[config.mk]
export PLATFORM = sky130hd
export DESIGN_NAME = uart_rx_fifo
export DESIGN_NICKNAME = d
export VERILOG_FILES = /design/src/rtl/uart_pkg.sv /design/src/rtl/fifo_mem.sv /design/src/rtl/uart_rx_fifo.sv
export SDC_FILE = /design/constraint.sdc
export NUM_CORES = 1
export LEC_CHECK = 0
export ABC_AREA = 1
export CORE_MARGIN = 2
export CORE_UTILIZATION = 39
export CTS_CLUSTER_SIZE = 20
export DETAILED_ROUTE_END_ITERATION = 16
export GPL_ROUTABILITY_DRIVEN = 0
export SYNTH_ARGS = -nofsm -noshare
export SYNTH_HDL_FRONTEND = slang
export SYNTH_SLANG_ARGS = --single-unit
[constraint.sdc]
create_clock -name clk -period 2.5 [get_ports clk]
set_input_delay 0.5 -clock clk [delete_from_list [all_inputs] [get_ports clk]]
set_output_delay 0.5 -clock clk [all_outputs]
set_load 0.02 [all_outputs]
[src/rtl/uart_pkg.sv]
// Shared constants and capture-FSM encoding for the UART receive path.
package uart_pkg;

    localparam int DATA_W     = 8;
    localparam int DEPTH      = 16;
    localparam int BIT_PERIOD = 1250;

    typedef enum logic [1:0] {
        ST_IDLE     = 2'd0,
        ST_ACK      = 2'd1,
        ST_WAIT_LOW = 2'd2
    } cap_state_t;

endpackage

[src/rtl/fifo_mem.sv]
// FIFO storage: one synchronous write port and one asynchronous read port, no reset.
module fifo_mem #(
    parameter int DEPTH  = 16,
    parameter int DATA_W = 8
) (
    input  logic                       clk,
    input  logic                       we,
    input  logic [$clog2(DEPTH)-1:0]   wr_addr,
    input  logic [DATA_W-1:0]          wr_data,
    input  logic [$clog2(DEPTH)-1:0]   rd_addr,
    output logic [DATA_W-1:0]          rd_data
);

    logic [DATA_W-1:0] mem [DEPTH];

    always_ff @(posedge clk) begin
        if (we) begin
            mem[wr_addr] <= wr_data;
        end
    end

    assign rd_data = mem[rd_addr];

endmodule

[src/rtl/uart_rx_fifo.sv]
// Receive FIFO with a ready/ack capture handshake and first-word-fall-through output.
// Optional sticky overrun flag enabled by defining UART_RX_FIFO_OVERRUN_EN.
module uart_rx_fifo #(
    parameter int DEPTH  = uart_pkg::DEPTH,
    parameter int DATA_W = uart_pkg::DATA_W
) (
    input  logic                     clk,
    input  logic                     rst,
    input  logic                     in_ready,
    input  logic [DATA_W-1:0]        in_data,
    output logic                     in_ack,
    output logic                     out_valid,
    output logic [DATA_W-1:0]        out_data,
    input  logic                     out_ack,
    output logic [$clog2(DEPTH):0]   count,
    output logic                     full,
    output logic                     empty,
    output logic                     overrun,
    input  logic                     ovr_clr
);

    import uart_pkg::*;

    localparam int AW = $clog2(DEPTH);
    localparam int CW = AW + 1;

    cap_state_t    state;
    logic [AW-1:0] wr_ptr;
    logic [AW-1:0] rd_ptr;
    logic          capture;
    logic          push;
    logic          pop;
    logic          drop;

    // A full FIFO still accepts a byte when the head leaves in the same cycle.
    assign capture = (state == ST_IDLE) && in_ready;
    assign pop     = out_ack && !empty;
    assign push    = capture && (!full || pop);
    assign drop    = capture && full && !pop;

    assign full      = (count == CW'(DEPTH));
    assign empty     = (count == '0);
    assign out_valid = !empty;

    always_ff @(posedge clk) begin
        if (rst) begin
            state  <= ST_IDLE;
            in_ack <= 1'b0;
        end else begin
            case (state)
                ST_IDLE: begin
                    in_ack <= 1'b0;
                    if (in_ready) begin
                        in_ack <= 1'b1;
                        state  <= ST_ACK;
                    end
                end
                ST_ACK: begin
                    in_ack <= 1'b0;
                    state  <= ST_WAIT_LOW;
                end
                ST_WAIT_LOW: begin
                    in_ack <= 1'b0;
                    if (!in_ready) begin
                        state <= ST_IDLE;
                    end
                end
                default: begin
                    in_ack <= 1'b0;
                    state  <= ST_IDLE;
                end
            endcase
        end
    end

    always_ff @(posedge clk) begin
        if (rst) begin
            wr_ptr <= '0;
            rd_ptr <= '0;
            count  <= '0;
        end else begin
            if (push) begin
                wr_ptr <= wr_ptr + 1'b1;
            end
            if (pop) begin
                rd_ptr <= rd_ptr + 1'b1;
            end
            case ({push, pop})
                2'b10:   count <= count + 1'b1;
                2'b01:   count <= count - 1'b1;
                default: count <= count;
            endcase
        end
    end

`ifdef UART_RX_FIFO_OVERRUN_EN
    // A drop in the same cycle as a clear leaves the flag set.
    always_ff @(posedge clk) begin
        if (rst) begin
            overrun <= 1'b0;
        end else if (drop) begin
            overrun <= 1'b1;
        end else if (ovr_clr) begin
            overrun <= 1'b0;
        end
    end
`else
    logic unused_ovr;
    assign unused_ovr = ovr_clr | drop;
    assign overrun    = 1'b0;
`endif

    fifo_mem #(
        .DEPTH  (DEPTH),
        .DATA_W (DATA_W)
    ) u_mem (
        .clk     (clk),
        .we      (push),
        .wr_addr (wr_ptr),
        .wr_data (in_data),
        .rd_addr (rd_ptr),
        .rd_data (out_data)
    );

endmodule

Word-level counts from Yosys, hierarchy flattened
Memory sizes are Yosys's and may differ from the RTL's. A register that Yosys moved wholly into a read port is not among the register bits.
Cells that the tools add are included.
{"block": "word_totals", "inputBits": 13, "output_inout_bits": 18, "n_memories": 1, "mem_bits_rw": 128, "ff_bits": 16}
{"memory": "u_mem.mem", "words": 16, "width": 8, "rd": 1, "rd_ports_with_merged_regs": 1, "write_ports": 1, "line_no": "fifo_mem.sv:14", "text": "logic [DATA_W-1:0] mem [DEPTH];"}
{"block": "classes", "reduce_logical": 11, "bitwise_logic": 1, "eq_ne": 7, "mux": 9, "n_addsub": 4}
{"operator": "case mux 5 bit (2 select lines)", "count": 1}
{"operator": "adder 4 x 1 -> 4 bit (second input constant)", "count": 2}
{"operator": "2-to-1 mux 4 bit", "count": 2}
{"operator": "case mux 2 bit (3 select lines)", "count": 1}
{"operator": "adder 5 x 1 -> 5 bit (second input constant)", "count": 1}
{"operator": "equality test 5 bit (second input constant)", "count": 1}
{"operator": "logical NOT 5 bit", "count": 1}
{"operator": "subtractor 5 x 1 -> 5 bit (second input constant)", "count": 1}
{"operator": "equality test 2 x 1 -> 1 bit (second input constant)", "count": 2}
{"operator": "equality test 2 bit (second input constant)", "count": 2}
{"operator": "2-to-1 mux 2 bit", "count": 2}
{"operator": "inequality test 2 bit (second input constant)", "count": 2}
{"operator": "logical AND 1 bit", "count": 3}
{"operator": "2-to-1 mux 1 bit", "count": 3}
{"operator": "logical NOT 1 bit", "count": 2}
{"operator": "logical NOT 2 bit", "count": 1}
{"operator": "AND reduction 2 bit", "count": 1}
{"operator": "nonzero test 2 bit", "count": 1}
{"operator": "OR reduction 2 bit", "count": 1}
{"operator": "logical OR 1 bit", "count": 1}
{"operator": "NOT 1 bit", "count": 1}

Depth between registers and ports, before layout
Gate-level depths: netlist of run 1.
{"block": "logic_depth", "word_depth": 7, "ltp_mapped": 15, "mapped_depth_nobuf": 15}

By module
A second synthesis of run 1 with hierarchy kept.
{"block": "unflattened", "cells_unflattened": 654, "area_unflattened_um2": 6461.2}
{"module": "fifo_mem", "area_each_um2": 5606.6, "seq_area_each_um2": 3843.7, "cells_each": 543, "instances": 1}
{"module": "uart_rx_fifo", "area_each_um2": 854.6, "seq_area_each_um2": 320.3, "cells_each": 111, "instances": 1}

Least setup slack after synthesis of run 1
OpenSTA, ideal clock, no wires.
{"block": "synth_timing", "path_type": "register to register", "startpoint": "reg count[0]", "endpoint": "reg count[4]", "t_required_ns": 2.384, "arrival_time_ns": 1.989, "stages_incl_launch_ff": 16, "slack_ns": 0.395, "n_path_buf": 0, "path_cell_list": "dfxtp_1 > nor2_4 > nand3_4 > nand2_4 > inv_2 > nand2_2 > inv_1 > fa_1 > nand2_1 > nand2_1 > a21oi_1 > nand2_1 > nand2_1 > nand3_1 > nand2_1 > nor2_1"}
{"block": "synth_via", "elab_chain_cells": 7}
{"element": "from (decl)", "line_no": "uart_rx_fifo.sv:15", "text": "output logic [$clog2(DEPTH):0] count,"}
{"element": "from (signal assigned)", "line_no": "uart_rx_fifo.sv:89", "text": "2'b10: count <= count + 1'b1;"}
{"element": "from (signal assigned)", "line_no": "uart_rx_fifo.sv:90", "text": "2'b01: count <= count - 1'b1;"}
{"element": "from (signal assigned)", "line_no": "uart_rx_fifo.sv:91", "text": "default: count <= count;"}
{"element": "logical NOT 5 bit (*)", "line_no": "uart_rx_fifo.sv:42", "text": "assign empty = (count == '0);"}
{"element": "logical NOT 1 bit (*)"}
{"element": "net out_valid", "line_no": "uart_rx_fifo.sv:12", "text": "output logic out_valid,"}
{"element": "logical AND 1 bit (*)", "line_no": "uart_rx_fifo.sv:37", "text": "assign pop = out_ack && !empty;"}
{"element": "logical OR 1 bit", "line_no": "uart_rx_fifo.sv:38", "text": "assign push = capture && (!full || pop);"}
{"element": "logical AND 1 bit", "line_no": "uart_rx_fifo.sv:38"}
{"element": "equality test 2 x 1 -> 1 bit / equality test 2 bit (equally long branches)", "line_no": "uart_rx_fifo.sv:88", "text": "case ({push, pop})"}
{"element": "case mux 5 bit (2 select lines) / nonzero test 2 bit (equally long branches)"}
The timed path passes the listed nets; every way through them passes the cells marked *.
A chain may end at the register's enable or synchronous reset.

==> results.md, run 1 <==
- Sw Ratio: a little under a third
- Flop2flop setup slack: around 370 ps
- Register Area: approximately 4300 sq um
- Pwr dens: a little over 1000 nW/um^2
- Final hold slack: 470.6 ps
- Worst R2R End: count[4]
- DIE WIDTH: approximately 130 microns
- CTS H-tree lvls: 4
- Logic pwr share: 28.3%
- Worst-Skew Late Latency: between 400 and 500 ps
- IO Count: 31
- DRC viols: 0
- 1st-pass router iterations: 5
- Final hold vios: 0
- Fmax: 411.7 MHz
- Detailed placement HPWL: 8487 microns
- Layout cells sized above 1: about an eighth
- CP Capture Point: out_data[1]
- RSZ-0062 raised after global routing: yes
- Largest net degree at the start of global routing: 45
- Max Fanout on Critical Path: 15
- Hold WC Path Type: flip-flop to flip-flop
- N_diodes: 0
- Worst slew pin tran: roughly 770 ps
- Fin crit share: 97.16%
- Routed WL: 13260 microns
- Switch Pwr: 2.345 mW
- Max-cap viol count: 0
- Number of global-route vias before repair: roughly 3900
- Post-synthesis net count: 570
- Core ar.: 15770 sq um
- CTS tree: yes
- Clock Power Share: between 30% and 40%
- Commonest non-fill, non-tap cell in the layout: edfxtp_1
- Clk sink count: 148
- Synth Area in Adders: 1.916%
- Crit. End Element: primary output
- Tot GR Track Use: roughly 17%
- Final Cell Area: 7567 sq um
- Worst reg2reg path startpoint: count[0]
- XOR/XNOR share of the synthesized area: less than 1%
- Main combinational cell family by area after synthesis: simple AND/OR/NAND/NOR gates
- Synthesis-to-finish area growth: 20.72%
- Hold_buf cts: 0
- Rows: 46
- Synth cell types: 26
- Height of the die: ~130 microns
- Post-DRT Antenna Nets: 0
- Seq/Total Area, Yosys: a little under 70%
- Grt total ovfl: 0
- Clock slew seen by the registers of the worst setup and hold paths: ~60 ps
- Compound-gate portion of the synthesized area: roughly a tenth
- P_int: between 5 and 6 mW
- Ys Warns: 0
- Nets: between 600 and 700
- Clk root buf: clkbuf_16
- Path depth of the worst reg2reg path: 15
- # port buffers: 28
- Starting Density: between 30% and 40%
- Leakage: 2.866 nW
- Post-Syn Area per Cell: between 10 and 15 sq um
- WL/cell: roughly 16 microns
- Syn Std Cell Area: 6269 sq um
- Setup-failing EPs final: 0
- TritonCTS buffer count: 17
- Clock Skews: 7.412 ps
- Kind of launch point of the worst setup path: flip-flop
- Slew margin rel.: between 40% and 50%
- Multi-input gate area: between 1500 and 2000 sq um
- Crit path arrival time: 1930 ps
- Initial drt markers: 380
- Simple-gate share of the synthesized area: between 10% and 20%
- Die Area: 17100 sq um
- Required time worst endpoint: 2000 ps
- Via count: ~4100
- Syn Inst Count: 548
- Post-synthesis mux area share: 0%
- Fin crit period: about 2400 ps
- WS Path Type: flip-flop to primary output
- Clk buf depth: 2
- Synthesized flop and latch total: about 150
- Via/cell ratio: just under 5
- Initial antenna violation count: 0
- Global-route wire length before repair: about 21000 microns
- Final Max Slew Viols: 0
- Peak supply drop: around 800 uV
- Status: complete, no violations
- Power share of the sequential group: around two fifths
- Filler cells: about 1400
- Placed inst area: 6959 sq um
- Commonest non-fill, non-tap cells in the layout: 128 x edfxtp_1, 81 x inv_1, 61 x nand2_1
==> stage by stage <==
step,TNS (ps),power (mW),setup slack (ps),utilization (%),cells
2_1_floorplan,0,4.437,395.3,-,548
3_3_place_gp,0,5.167,30.86,44.13,797
3_5_place_dp,-18.57,5.220,-18.57,44.13,797
4_1_cts,-203.1,7.687,-195.0,47.85,830
5_1_grt,-120.8,8.055,-50.26,47.98,831
6_report,0,7.635,70.91,47.98,831
==> repair_timing <==
item / CTS / global route
endpoints found under the setup margin: 8 / 8
setup buffers: 1 / 1
gates resized for setup: 8 / 8
pin swaps: 0 / 1
==> Yosys cell counts <==
library cell  count  area, sq um
nand2_2           3        18.77
o21ai_0          41        205.2
inv_1            82        307.8
nor2_4            2        22.52
buf_4             3        22.52
o21ai_4           1        16.27
edfxtp_1        128         3844
a21oi_1          39        195.2
ha_1              8        100.1
nand2_1          61        229.0
buf_2            12        60.06
o211ai_1         32        240.2
nand3_1          56        280.3
fa_1              1        20.02
buf_6             2        22.52
clkbuf_1         10        37.54
nand2_4           2        22.52
nor2_2            2        12.51
a21oi_2           1        8.760
inv_4             1        6.260
inv_2             2        7.510
nand3_4           2        35.03
conb_1            1        3.750
nor2_1           33        123.9
dfxtp_1          20        400.4
xor2_1            3        26.28
==> area by class of cell <==
class                   instances  share of cell area, %
multi-input cells             288                  20.62
clock buffers                  28                  6.829
repair buffers                 62                  7.589
flip-flops and latches        148                  56.18
inverters                      85                  4.299
clock inverters                 4                 0.9094
well taps                     216                  3.571
==> worst max-delay path, stage by stage, from the launching register on <==
cell	delay [ps]
dfxtp_4	450
buf_4	230
nand2_1	70
o211ai_1	80
nand3_1	130
nand3_1	120
nand2_1	90
dlygate4sd2_1	330
==> flip-flops by register name (all words and copies together) (netlist names), named ones only <==
name       count
rd_ptr         4
state          2
count          5
in_ack         1
wr_ptr         4
u_mem.mem    128
==> per-layer routing <==
metal  global-route usage, %  routed length, microns
met1                   22.61                    6237
met2                   25.67                    6308
met3                   4.764                     558
met4                   6.446                     158
met5                       0                       0
==> cells by family after synthesis <==
| group | after synthesis |
|---|---|
| buf+inv | 112 |
| simple gates | 161 |
| fa+ha+maj | 9 |
| other cells | 1 |
| xor+xnor | 3 |
| flops | 148 |
| compound gates | 114 |
==> power by group through the flow <==
stage	clock (mW)	sequential, mW	combinational [mW]
after detailed placement	0	3.03	2.19
after CTS	2.55	2.97	2.17
final	2.51	2.97	2.16
after global routing	2.65	2.99	2.41
after floorplan	0	2.98	1.45
after global placement	0	3.02	2.14
==> worst min path at each step <==
stage                   from  depth (start not counted)  slack [ps]       end
floorplan           state[1]                          1         440  state[1]
global placement    state[1]                          1         460  state[1]
detailed placement  state[1]                          1         470  state[1]
CTS                 state[1]                          1         470  state[1]
global route        state[1]                          1         500  state[1]
finish              state[1]                          1         470  state[1]
No activity file was read; power rests on OpenSTA's default activity.
==> run 2, diff against run 1 <==
- CELL_PAD_IN_SITES_DETAIL_PLACEMENT: not set -> 0
- CELL_PAD_IN_SITES_GLOBAL_PLACEMENT: not set -> 1
- PLACE_DENSITY_LB_ADDON: not set -> 0.1
- RECOVER_POWER: not set -> 50
==> run 2 against run 1 <==
Cell count rose by 0.12%. Register-to-register slack got worse by 90 ps. Sequential share of layout area shrank 0.66 points. Maximum frequency is 1.9% higher. Via count down 0.54%. Clock skew about the same. Sequential cell count unchanged. Largest power group unchanged. Highest routed layer unchanged.
==> results.md, run 2 (same netlist as run 1, synthesis figures left out) <==
- Status: complete, no violations
- Setup-failing EPs final: 0 (unchanged)
- Placed inst area: 6964 sq um (about the same)
- RSZ-0062 raised after global routing: yes
- Max reg flops: 128 (unchanged)
- Rows: 46 (unchanged)
- Routed WL: 14390 microns (+8.5%)
- Crit path arrival time: 1880 ps (-50 ps)
- Hold_buf cts: 0 (unchanged)
- Largest net degree at the start of global routing: 61 (+36%)
- Height of the die: 130.8 microns (unchanged)
- N_diodes: 0 (unchanged)
- WL/cell: 17.29 microns (+8.4%)
- Post-DRT Antenna Nets: 0 (unchanged)
- CTS H-tree lvls: 4 (unchanged)
- Initial drt markers: 292 (-23%)
- CP Cell Sequence: buf_16 > a21oi_1 > o21ai_0 > nand3_1 > nand3_2 > nand2_1 > dlygate4sd2_1
- Worst-Skew Late Latency: 430 ps (about the same)
- Largest regs: u_mem.mem (128), count (5)
- Commonest non-fill, non-tap cells in the layout: 128 x edfxtp_1, 81 x inv_1, 63 x nand2_1
- Final Max Slew Viols: 0 (unchanged)
- Crit. End Element: primary output
- Detailed placement HPWL: 8801 microns (+3.7%)
- Pwr dens: 1040 nW/um^2 (+3.1%)
- Required time worst endpoint: 2000 ps (about the same)
- Die Area: 17100 sq um (unchanged)
- Hold Crit Depth: 1 (unchanged)
- WP depth: 7 (unchanged)
- Kind of launch point of the worst setup path: flip-flop
- WS Path Type: flip-flop to primary output
- CP bufs+invs: 2 (unchanged)
- Tot GR Track Use: 18.05% (+1.3 points)
- CTS tree: yes
- Clk buf depth: 2 (unchanged)
- Final Instance Count excl. Fillers: 832 (+0.12%)
- DIE WIDTH: 130.8 microns (unchanged)
- Nets: 625 (+0.16%)
- IO Count: 31 (unchanged)
- Leakage: 2.903 nW (+1.3%)
- Core ar.: 15770 sq um (unchanged)
- Max incr delay on CP: 410 ps (-40 ps)
- DRC viols: 0 (unchanged)
- Clk sink count: 148 (unchanged)
- Peak supply drop: 530.8 uV (-34%)
- Most flop-heavy register: u_mem.mem
- Via count: 4028 (-0.54%)
- Initial antenna violation count: 0 (unchanged)
- Layout cells sized above 1: 12.99% (-0.021 points)
- 1st-pass router iterations: 4 (-1)
- Grt total ovfl: 0 (unchanged)
- Dpl cells: 796 (-0.13%)
- Final hold vios: 0 (unchanged)
- Commonest non-fill, non-tap cell in the layout: edfxtp_1
- Global-route wire length before repair: 21890 microns (+5.2%)
- Via/cell ratio: 4.841 (-0.66%)
- Clock Skews: 7.373 ps (-0.03822 ps)
- Fin crit share: 95.32% (-1.8 points)
- TritonCTS buffer count: 17 (unchanged)
- Clk root buf: clkbuf_16
- Fmax: 419.6 MHz (+1.9%)
- Max Fanout on Critical Path: 30 (+15)
- CP delay by family, top: buffers and inverters
- Filler cells: 1462 (+1.8%)
- Final Cell Area: 7652 sq um (+1.1%)
- Clock slew seen by the registers of the worst setup and hold paths: 60 ps (about the same)
- Max-cap viol count: 0 (unchanged)
- Worst slew pin tran: 1010 ps (+241.5 ps)
- Fin crit period: 2383 ps (-46.07 ps)
- Slew margin rel.: 32.64% (-16 points)
- Hold WC Path Type: flip-flop to flip-flop
- Number of global-route vias before repair: 3842 (-2.6%)
- Path depth of the worst reg2reg path: 7 (-8)
- # port buffers: 28 (unchanged)
- CP max stage cell: dfxtp_4
- Synthesis-to-finish area growth: 22.08%
- Starting Density: 39.75% (unchanged)
## run 2: final cells by class
type / count / area (sq um) / area share [%]
flip-flops and latches: 148 / 4249 / 55.53
multi-input cells: 288 / 1531 / 20.01
clock buffers: 28 / 625.6 / 8.175
repair buffers: 63 / 606.8 / 7.930
inverters: 85 / 325.3 / 4.251
well taps: 216 / 270.3 / 3.532
clock inverters: 4 / 43.79 / 0.5723
## run 2: routing by layer
metal	global-route usage (%)	up-vias	part of all wire, %
li1	-	2001	-
met1	23.12	1929	45
met2	30.48	81	50
met3	3.909	17	3.1
met4	6.383	0	1.5
met5	0	-	0
## run 2: worst reg2reg max path: cells and delay by family, from the launching register on
kind                   cells  cell delay [ps]
AOI/OAI and AO/OA          1              660
buffers and inverters      2              300
DFF                        1              390
and+or+nand+nor            4              580
## run 2: power breakdown
group	internal, mW	switching [mW]	leakage (nW)
sequential	2.80	0.152	1.32
combinational	0.903	1.32	1.25
clock	1.81	0.971	0.330
total	5.52	2.44	2.90
## run 2: through the flow
step | TNS (ps) | setup WS [ps] | hold WS (ps) | util (%) | total power, mW
6_report | 0 | 117.0 | 450.7 | 48.52 | 7.961
5_1_grt | -27.12 | -27.12 | 485.5 | 48.52 | 8.391
3_5_place_dp | 0 | 0.6992 | 469.0 | 44.16 | 5.255
4_1_cts | -206.7 | -206.7 | 477.7 | 48.53 | 7.998
2_1_floorplan | 0 | 395.3 | 441.8 | - | 4.437
3_3_place_gp | 0 | 35.08 | 455.9 | 44.16 | 5.233
## run 2: timing repair
action / CTS / global route
resized for setup: 9 / 17
cloned: 0 / 2
pin swaps: 0 / 4
endpoints found under the setup margin: 8 / 8
setup buffers: 1 / 1
## run 2: path summary, 6_finish.rpt
kind	start	end	slack, ps
worst max-delay path	flip-flop	out_data[0]	120
worst min-delay path	state[1]	state[1]	450
worst max register to register	count[0]	u_mem.mem[15][1]	280
worst min register to register	state[1]	state[1]	450
